### config.mk
export PLATFORM = sky130hd
export DESIGN_NAME = pmem_arbiter_flat
export DESIGN_NICKNAME = d
export VERILOG_FILES = /design/src/rtl/pmem_arbiter_if.sv /design/src/rtl/pmem_arbiter.sv /design/src/flat_wrapper.sv
export SDC_FILE = /design/constraint.sdc
export NUM_CORES = 1
export LEC_CHECK = 0
export BUFFER_PORTS_ARGS = -buffer_cell sky130_fd_sc_hd__buf_2
export CAP_MARGIN = 20
export CORE_AREA = 4 4 272 274
export CTS_BUF_LIST = sky130_fd_sc_hd__clkbuf_8 sky130_fd_sc_hd__clkbuf_16
export DETAILED_ROUTE_END_ITERATION = 8
export DIE_AREA = 0 0 276 278
export SLEW_MARGIN = 20
export SYNTH_ARGS = -nofsm -noshare
export SYNTH_HDL_FRONTEND = slang
export SYNTH_SLANG_ARGS = --single-unit
### constraint.sdc
create_clock -name clk -period 11.1 [get_ports clk]
set_input_delay 1.11 -clock clk [delete_from_list [all_inputs] [get_ports clk]]
set_output_delay 1.11 -clock clk [all_outputs]
set_load 0.03 [all_outputs]
### src/rtl/pmem_arbiter_if.sv
// Bundle of client request/response and physical-memory signals for pmem_arbiter.
// master is the arbiter's view; slave is the view of the surrounding clients and memory.
interface pmem_arbiter_if #(
    parameter int NUM_PORTS  = 2,
    parameter int ADDR_WIDTH = 16,
    parameter int LINE_WIDTH = 128
);
    logic [NUM_PORTS-1:0]            req_read;
    logic [NUM_PORTS-1:0]            req_write;
    logic [NUM_PORTS*ADDR_WIDTH-1:0] req_address;
    logic [NUM_PORTS*LINE_WIDTH-1:0] req_wdata;
    logic [NUM_PORTS-1:0]            req_resp;
    logic [LINE_WIDTH-1:0]           req_rdata;
    logic                            pmem_resp;
    logic                            pmem_read;
    logic                            pmem_write;
    logic [ADDR_WIDTH-1:0]           pmem_address;
    logic [LINE_WIDTH-1:0]           pmem_rdata;
    logic [LINE_WIDTH-1:0]           pmem_wdata;

    modport master (
        input  req_read, req_write, req_address, req_wdata, pmem_resp, pmem_rdata,
        output req_resp, req_rdata, pmem_read, pmem_write, pmem_address, pmem_wdata
    );

    modport slave (
        output req_read, req_write, req_address, req_wdata, pmem_resp, pmem_rdata,
        input  req_resp, req_rdata, pmem_read, pmem_write, pmem_address, pmem_wdata
    );
endinterface

### src/rtl/pmem_arbiter.sv
// N-channel line arbiter in front of a single physical-memory port, one transaction at a time.
// Round-robin by default; define PMEM_ARB_FIXED_PRIO_EN for fixed priority (lowest index wins).
module pmem_arbiter #(
    parameter int NUM_PORTS  = 2,
    parameter int ADDR_WIDTH = 16,
    parameter int LINE_WIDTH = 128
) (
    input logic           clk,
    input logic           rst,
    pmem_arbiter_if.master bus
);
    localparam int GW = (NUM_PORTS > 1) ? $clog2(NUM_PORTS) : 1;

    typedef enum logic [1:0] {IDLE, BUSY, RESP} state_t;

    state_t                state_reg, state_next;
    logic [GW-1:0]         grant_reg, grant_next;
    logic                  op_write_reg, op_write_next;
    logic [ADDR_WIDTH-1:0] addr_reg, addr_next;
    logic [LINE_WIDTH-1:0] wdata_reg, wdata_next;
    logic [LINE_WIDTH-1:0] rdata_reg, rdata_next;

    logic [NUM_PORTS-1:0]  active;
    logic [ADDR_WIDTH-1:0] addr_arr  [NUM_PORTS];
    logic [LINE_WIDTH-1:0] wdata_arr [NUM_PORTS];
    logic [GW-1:0]         win;

    generate
        for (genvar gi = 0; gi < NUM_PORTS; gi++) begin : g_port
            assign active[gi]    = bus.req_read[gi] | bus.req_write[gi];
            assign addr_arr[gi]  = bus.req_address[gi*ADDR_WIDTH +: ADDR_WIDTH];
            assign wdata_arr[gi] = bus.req_wdata[gi*LINE_WIDTH +: LINE_WIDTH];
            assign bus.req_resp[gi] = (state_reg == RESP) && (grant_reg == GW'(gi));
        end
    endgenerate

`ifdef PMEM_ARB_FIXED_PRIO_EN
    // Descending scan so the lowest active index is the last one written.
    always_comb begin
        win = '0;
        for (int i = NUM_PORTS - 1; i >= 0; i--) begin
            if (active[GW'(i)]) win = GW'(i);
        end
    end
`else
    logic [GW-1:0] last_grant_reg, last_grant_next;

    // Scan from last_grant+1 upward; descending k leaves the nearest candidate in win.
    always_comb begin
        logic [GW-1:0] idx;
        win = '0;
        idx = '0;
        for (int k = NUM_PORTS; k >= 1; k--) begin
            idx = GW'((int'(last_grant_reg) + k) % NUM_PORTS);
            if (active[idx]) win = idx;
        end
    end

    assign last_grant_next = (state_reg == RESP) ? grant_reg : last_grant_reg;

    always_ff @(posedge clk or posedge rst) begin
        if (rst) last_grant_reg <= GW'(NUM_PORTS - 1);
        else     last_grant_reg <= last_grant_next;
    end
`endif

    always_comb begin
        state_next    = state_reg;
        grant_next    = grant_reg;
        op_write_next = op_write_reg;
        addr_next     = addr_reg;
        wdata_next    = wdata_reg;
        rdata_next    = rdata_reg;
        case (state_reg)
            IDLE: begin
                if (|active) begin
                    grant_next    = win;
                    op_write_next = bus.req_write[win];
                    addr_next     = addr_arr[win];
                    wdata_next    = wdata_arr[win];
                    state_next    = BUSY;
                end
            end
            BUSY: begin
                if (bus.pmem_resp) begin
                    if (!op_write_reg) rdata_next = bus.pmem_rdata;
                    state_next = RESP;
                end
            end
            RESP:    state_next = IDLE;
            default: state_next = IDLE;
        endcase
    end

    always_ff @(posedge clk or posedge rst) begin
        if (rst) begin
            state_reg    <= IDLE;
            grant_reg    <= '0;
            op_write_reg <= 1'b0;
            addr_reg     <= '0;
            wdata_reg    <= '0;
            rdata_reg    <= '0;
        end else begin
            state_reg    <= state_next;
            grant_reg    <= grant_next;
            op_write_reg <= op_write_next;
            addr_reg     <= addr_next;
            wdata_reg    <= wdata_next;
            rdata_reg    <= rdata_next;
        end
    end

    // Strobes decode from state so an asynchronous reset drops them at once.
    assign bus.pmem_read    = (state_reg == BUSY) && !op_write_reg;
    assign bus.pmem_write   = (state_reg == BUSY) &&  op_write_reg;
    assign bus.pmem_address = addr_reg;
    assign bus.pmem_wdata   = wdata_reg;
    assign bus.req_rdata    = rdata_reg;
endmodule
### src/flat_wrapper.sv
// flat-port wrapper written by rule: the top's interface ports become plain ports
module pmem_arbiter_flat 
#(
    parameter int NUM_PORTS  = 2,
    parameter int ADDR_WIDTH = 16,
    parameter int LINE_WIDTH = 128
)
  (clk, rst, bus_req_read, bus_req_write, bus_req_address, bus_req_wdata, bus_pmem_resp, bus_pmem_rdata, bus_req_resp, bus_req_rdata, bus_pmem_read, bus_pmem_write, bus_pmem_address, bus_pmem_wdata);
  pmem_arbiter_if #(.NUM_PORTS(NUM_PORTS), .ADDR_WIDTH(ADDR_WIDTH), .LINE_WIDTH(LINE_WIDTH)) bus_i ();
  input logic clk;
  input logic rst;
  input wire logic [$bits(bus_i.req_read)-1:0] bus_req_read;
  input wire logic [$bits(bus_i.req_write)-1:0] bus_req_write;
  input wire logic [$bits(bus_i.req_address)-1:0] bus_req_address;
  input wire logic [$bits(bus_i.req_wdata)-1:0] bus_req_wdata;
  input wire logic [$bits(bus_i.pmem_resp)-1:0] bus_pmem_resp;
  input wire logic [$bits(bus_i.pmem_rdata)-1:0] bus_pmem_rdata;
  output wire logic [$bits(bus_i.req_resp)-1:0] bus_req_resp;
  output wire logic [$bits(bus_i.req_rdata)-1:0] bus_req_rdata;
  output wire logic [$bits(bus_i.pmem_read)-1:0] bus_pmem_read;
  output wire logic [$bits(bus_i.pmem_write)-1:0] bus_pmem_write;
  output wire logic [$bits(bus_i.pmem_address)-1:0] bus_pmem_address;
  output wire logic [$bits(bus_i.pmem_wdata)-1:0] bus_pmem_wdata;
  assign bus_i.req_read = bus_req_read;
  assign bus_i.req_write = bus_req_write;
  assign bus_i.req_address = bus_req_address;
  assign bus_i.req_wdata = bus_req_wdata;
  assign bus_i.pmem_resp = bus_pmem_resp;
  assign bus_i.pmem_rdata = bus_pmem_rdata;
  assign bus_req_resp = bus_i.req_resp;
  assign bus_req_rdata = bus_i.req_rdata;
  assign bus_pmem_read = bus_i.pmem_read;
  assign bus_pmem_write = bus_i.pmem_write;
  assign bus_pmem_address = bus_i.pmem_address;
  assign bus_pmem_wdata = bus_i.pmem_wdata;
  pmem_arbiter #(.NUM_PORTS(NUM_PORTS), .ADDR_WIDTH(ADDR_WIDTH), .LINE_WIDTH(LINE_WIDTH)) u_core (.clk(clk), .rst(rst), .bus(bus_i));
endmodule
* Word-level counts from Yosys, hierarchy flattened *
Cells that the tools add are included.

storage, ports and cells
  register bits after elaboration = 277
  latch bits = 0
  RAM bits = 0
  bits in read-only memories = 0
  input bits = 423
  output and inout port bits = 276
  logic and storage cells = 49
  memories = 0

operators by class
  add/sub/neg operators = 2
  multipliers = 0
  div/mod/pow operators = 0
  $lt $le $gt $ge = 4
  equality and inequality tests = 4
  shift operators = 0
  multiplexer cells = 17
  bitwise gates (word level) = 5
  reduce and logical (&&, ||, !) cells = 10

operators with widths
  kind                                                        count
  two-way mux 128 bit                                         3
  two-way mux 16 bit                                          3
  two-way mux 1 bit                                           8
  less-than comparator 1 x 2 -> 1 bit, second input constant  3
  logical AND 1 bit                                           4
  two-way mux 2 bit                                           2
  one-hot mux 2 bit (2 select lines)                          1
  AND reduction 2 bit                                         2
  AND reduction 3 bit                                         1
  adder 1 bit, second input constant                          2
  equality test 2 x 1 -> 1 bit, second input constant         1
  equality test 2 bit, second input constant                  1
  >= comparator 2 bit, second input constant                  1
  zero test 2 bit                                             1
  != test 2 x 1 -> 1 bit, second input constant               1
  != test 2 bit, second input constant                        1
  NOT 1 bit                                                   2
  NOT 1 -> 2 bit                                              1
  OR 1 bit                                                    2
  OR reduction 2 bit                                          1
  zero test 1 bit                                             1

* Depth between registers and ports, before layout *
  word-level depth = 9
  mapped depth = 6
  depth with buffers taken out = 3

* Worst setup path before layout *
No wires, ideal clock.

  kind = input-to-reg
  from = input port bus_pmem_resp
  to = register u_core.rdata_reg[10] (netlist: u_core.bus.req_rdata[10])
  library setup time = 0.125 ns
  data arrival time = 2.077 ns
  required time = 10.975 ns
  slack = 8.898 ns
  stages = 5
  path buffers = 2
  cell sequence = inv_1 -> nor3_1 -> buf_2 -> buf_4 -> mux2_2

on the way
  cells in the longest elaborated chain, start to end = 1

RTL lines
  what                                  RTL line             text
  from (decl)                           flat_wrapper.sv:16   input wire logic [$bits(bus_i.pmem_resp)-1:0] bus_pmem_resp;
  AND reduction 3 bit (no source line)  -
  to (signal assigned)                  pmem_arbiter.sv:109  rdata_reg <= rdata_next;
  to (decl)                             pmem_arbiter.sv:21   logic [LINE_WIDTH-1:0] rdata_reg, rdata_next;

No other way between the ends.
A chain may end at the register's enable or synchronous reset.

* Worst setup path in the final report *
  from = input port bus_pmem_resp
  to = register u_core.rdata_reg[23] (netlist: u_core.bus.req_rdata[23])

The elaborated chain is that of the path after synthesis.

==> implementation parameters <==
Parameter                              Value

Global routing
  Global-route wire length before repair    76800 um
  Pin count of the biggest net entering global routing    148
  Initial antenna violation count    5
  GRT Residual Overflow    0
  Number of global-route vias before repair    12.1k
  Global routing usage summed across all routing layers    0.124

Detailed routing
  Antenna Nets Post-Route    0
  Final routed wire length divided by cell count    between 15 and 20 um
  Routed vias    11.6k
  Number of remaining DRC errors    0
  Via/cell ratio    about 4.5
  Wire length reported by the detailed router    51200 um
  First drt pass iteration count    5
  Number of DRC markers in iteration 0    729

Timing
  Tightest Pin Transition    about 0.96 ns
  Hold violation count in the final report    0
  Worst Clk Skew    0.00650 ns
  Max Slew Vio Count    0
  Headroom to the max-slew limit    0.363
  Final TNS setup    0 ns
  Setup repair after global routing missed its margin    false
  Maximum clock frequency    315 MHz
  Final setup violation count    0
  Final min period    3.17 ns
  Post-route fraction of the period consumed by the critical path    0.286
  Smallest setup slack after layout    7.93 ns

Synth
  Synth area leaders    dfrtp_1, mux2_2, a2bb2oi_1
  Most used flip-flop cell after synthesis    dfrtp_1
  Number of warnings reported in the yosys synthesis log    0
  Portion of synthesized cell area occupied by the leading cell type    0.556
  Netlist Area Pre-Place    12400 um^2
  Synth cell types    27
  Syn_nets    1412
  Proportion of synthesized chip area in sequential cells    0.558
  Number of synthesized flops with an enable pin    0
  Mapped Cells    989
  Cell type with the highest aggregate area in the netlist    dfrtp_1
  Flops & latches, synth    around 280
  Share of synthesized registers carrying an async set or reset    1.00
  Avg Cell Area, Syn    between 10 and 15 um^2

Setup path
  Startpoint kind of the worst setup timing path    primary input
  Dominant delay contributor by cell family on the critical path    buffers and inverters
  Critical-path cell list    buf_2, inv_1, nor3_2, buf_4, buf_4, mux2_2
  Slowest cell delay on critical path    between 0.7 and 0.8 ns
  Standard cell with the maximum stage delay on the critical path    buf_4
  Critical path required time    11.55 ns
  Endpoint type of the worst setup path    flop
  Total buffers and inverters traversed by the critical path    4
  Critical path data arrival time    3.63 ns
  CP Class    in -> reg
  Largest fanout on the critical path    67
  CP dominant cell by count    buf_4

CTS
  Root buffer selected by CTS    clkbuf_16
  Clock tree from TritonCTS    built
  Post-CTS Setup Bufs    0
  CTS buffer count    31
  Number of hold buffers added after cts    0
  Clock latency on the worst-skew pair    approximately 0.58 ns
  Number of buffers on the longest clock path    3
  Sinks on Clock Net    277
  Post-CTS resize count    0
  Clock-pin slew on the worst setup and hold paths    0.06 ns
  Total number of H-tree levels    1

Die
  IO Pins    699
  Die boundary height    278 um
  Standard-cell rows    98
  Area of the core region    71400 um^2
  Die area    76700 um^2
  Initial Util    0.174
  Chip width    276 um

Run status
  Run status    finished clean

Final layout
  Layout cells sized above 1    0.546
  Area of all placed cells without fillers    between 15000 and 20000 um^2
  Cell Count, Final, Fillers Out    2587
  Fin nets    2035
  Layout overhead on the synthesized area    42.7%
  Fill cells    about 7.6k

Place
  HPWL after DPL    around 36000 um
  Total of buffers placed on input and output ports    ~700
  Pre-CTS worst setup slack    around 7.3 ns
  Cell total after placement    ~2.5k
  Post-place instance area    approximately 17000 um^2
  Routability-driven placement congestion ratio    roughly 0.82

Pwr
  P per Cell Area    341 nW/um^2
  Highest ir drop seen on vdd    ~0.17 mV
  Clk pwr share    0.178
  Net switching power of the design    between 2 and 3 mW
  Pleak    approximately 7.8 nW
  Power share of the combinational group    0.520
  Power share of the sequential group    0.302
  Internal Pwr Total    3.30 mW
  Net Sw Frac    0.454
  Total Power Consumption    6.05 mW

Flow run
  Max-cap violations    0

Worst hold path
  Worst hold path type    reg -> reg
## cell usage after synthesis (3+ instances only)
cell type and number:
a2bb2oi_1 144, a311oi_1 144, buf_1 4, buf_2 33
buf_4 15, buf_6 9, clkbuf_1 63, dfrtp_1 276
inv_1 4, mux2_1 10, mux2_2 118, nand2b_1 3
nor2_1 5, o21ai_0 144, or2_1 3
## metal layers
metal,vias to the layer above,GRT usage,share of wire
li1,5169,-,-
met1,5759,0.151,0.39
met2,587,0.214,0.50
met3,86,0.0274,0.072
met4,0,0.0490,0.039
met5,-,0,0
## through the flow
stage                     utilization  hold slack [ns]
after floorplan                     -            0.498
after global placement          0.233            0.465
after detailed placement        0.234            0.471
after CTS                       0.248            0.485
after global routing            0.249            0.499
final                           0.249            0.479
## cells by family after synthesis
kind of cell           after synthesis  synth area share
multiplexers                       128             0.116
AO/OA/AOI/OAI                      440             0.265
AND/OR/NAND/NOR                     16           0.00916
buffers and inverters              128            0.0519
flip-flops                         277             0.558
## worst paths after layout
check | start | endpoint | slack (ns) | depth (start not counted)
min in group asynchronous | rst | u_core.bus.pmem_wdata[79] | 0.68 | 2
worst max register to register | u_core.state_reg[1] | u_core.bus.req_rdata[23] | 8.04 | 5
worst min-delay path | u_core.bus.req_rdata[126] | u_core.bus.req_rdata[126] | 0.48 | 1
max in group asynchronous | rst | u_core.bus.pmem_wdata[21] | 8.34 | 4
worst max-delay path | bus_pmem_resp | u_core.bus.req_rdata[23] | 7.93 | 6
worst min register to register | u_core.bus.req_rdata[126] | u_core.bus.req_rdata[126] | 0.48 | 1
## worst register-to-register path: stages, from the launching register on
cell and delay, ns:
dfrtp_1 0.39, nand2b_1 0.23, nor3_2 0.32, buf_4 0.75, buf_4 0.78, mux2_2 0.49
## placed cells by master (no fill, tap or decap)
cell type | netlist | layout
o21ai_1 | 2 | 2
nand2b_1 | 3 | 3
clkinvlp_4 | 0 | 1
a2bb2oi_1 | 144 | 144
or2_1 | 3 | 1
o32ai_1 | 1 | 1
inv_8 | 0 | 1
mux2_1 | 10 | 10
clkbuf_8 | 0 | 5
diode_2 | 0 | 5
nor4_4 | 1 | 1
and3b_1 | 1 | 1
bufinv_16 | 0 | 5
buf_4 | 15 | 13
inv_1 | 4 | 7
nor2_1 | 5 | 5
nor3_2 | 0 | 1
a21o_1 | 1 | 1
nor2_4 | 2 | 2
mux2_2 | 118 | 118
dfstp_2 | 1 | 1
o21ai_0 | 144 | 144
dfrtp_1 | 276 | 276
buf_12 | 0 | 2
o21a_4 | 0 | 1
buf_2 | 33 | 698
clkinv_2 | 0 | 5
o31ai_1 | 1 | 1
buf_6 | 9 | 1
inv_6 | 0 | 2
o21ai_4 | 0 | 1
a311oi_1 | 144 | 144
or2_4 | 0 | 2
clkbuf_16 | 0 | 31
a21oi_1 | 1 | 1
## power by group through the flow
stage                     logic, mW  clock network (mW)  registers, mW
after global placement         3.17                   0           1.83
after detailed placement       3.18                   0           1.83
final                          3.15                1.08           1.83
after CTS                      3.18                1.12           1.83
after global routing           3.33                1.16           1.89
after floorplan                1.19                   0           2.81
## layout make-up
type | count | area (um^2) | area share
Tap cell | 950 | 1190 | 0.0670
Inverter | 4 | 22.5 | 0.00127
Clock inverter | 17 | 215 | 0.0121
Antenna cell | 5 | 12.5 | 0.000705
Multi-Input combinational cell | 584 | 4880 | 0.275
Clock buffer | 36 | 845 | 0.0476
Sequential cell | 277 | 6930 | 0.391
Timing Repair Buffer | 714 | 3640 | 0.205
Note: power is estimated with default switching activity, not from simulation.
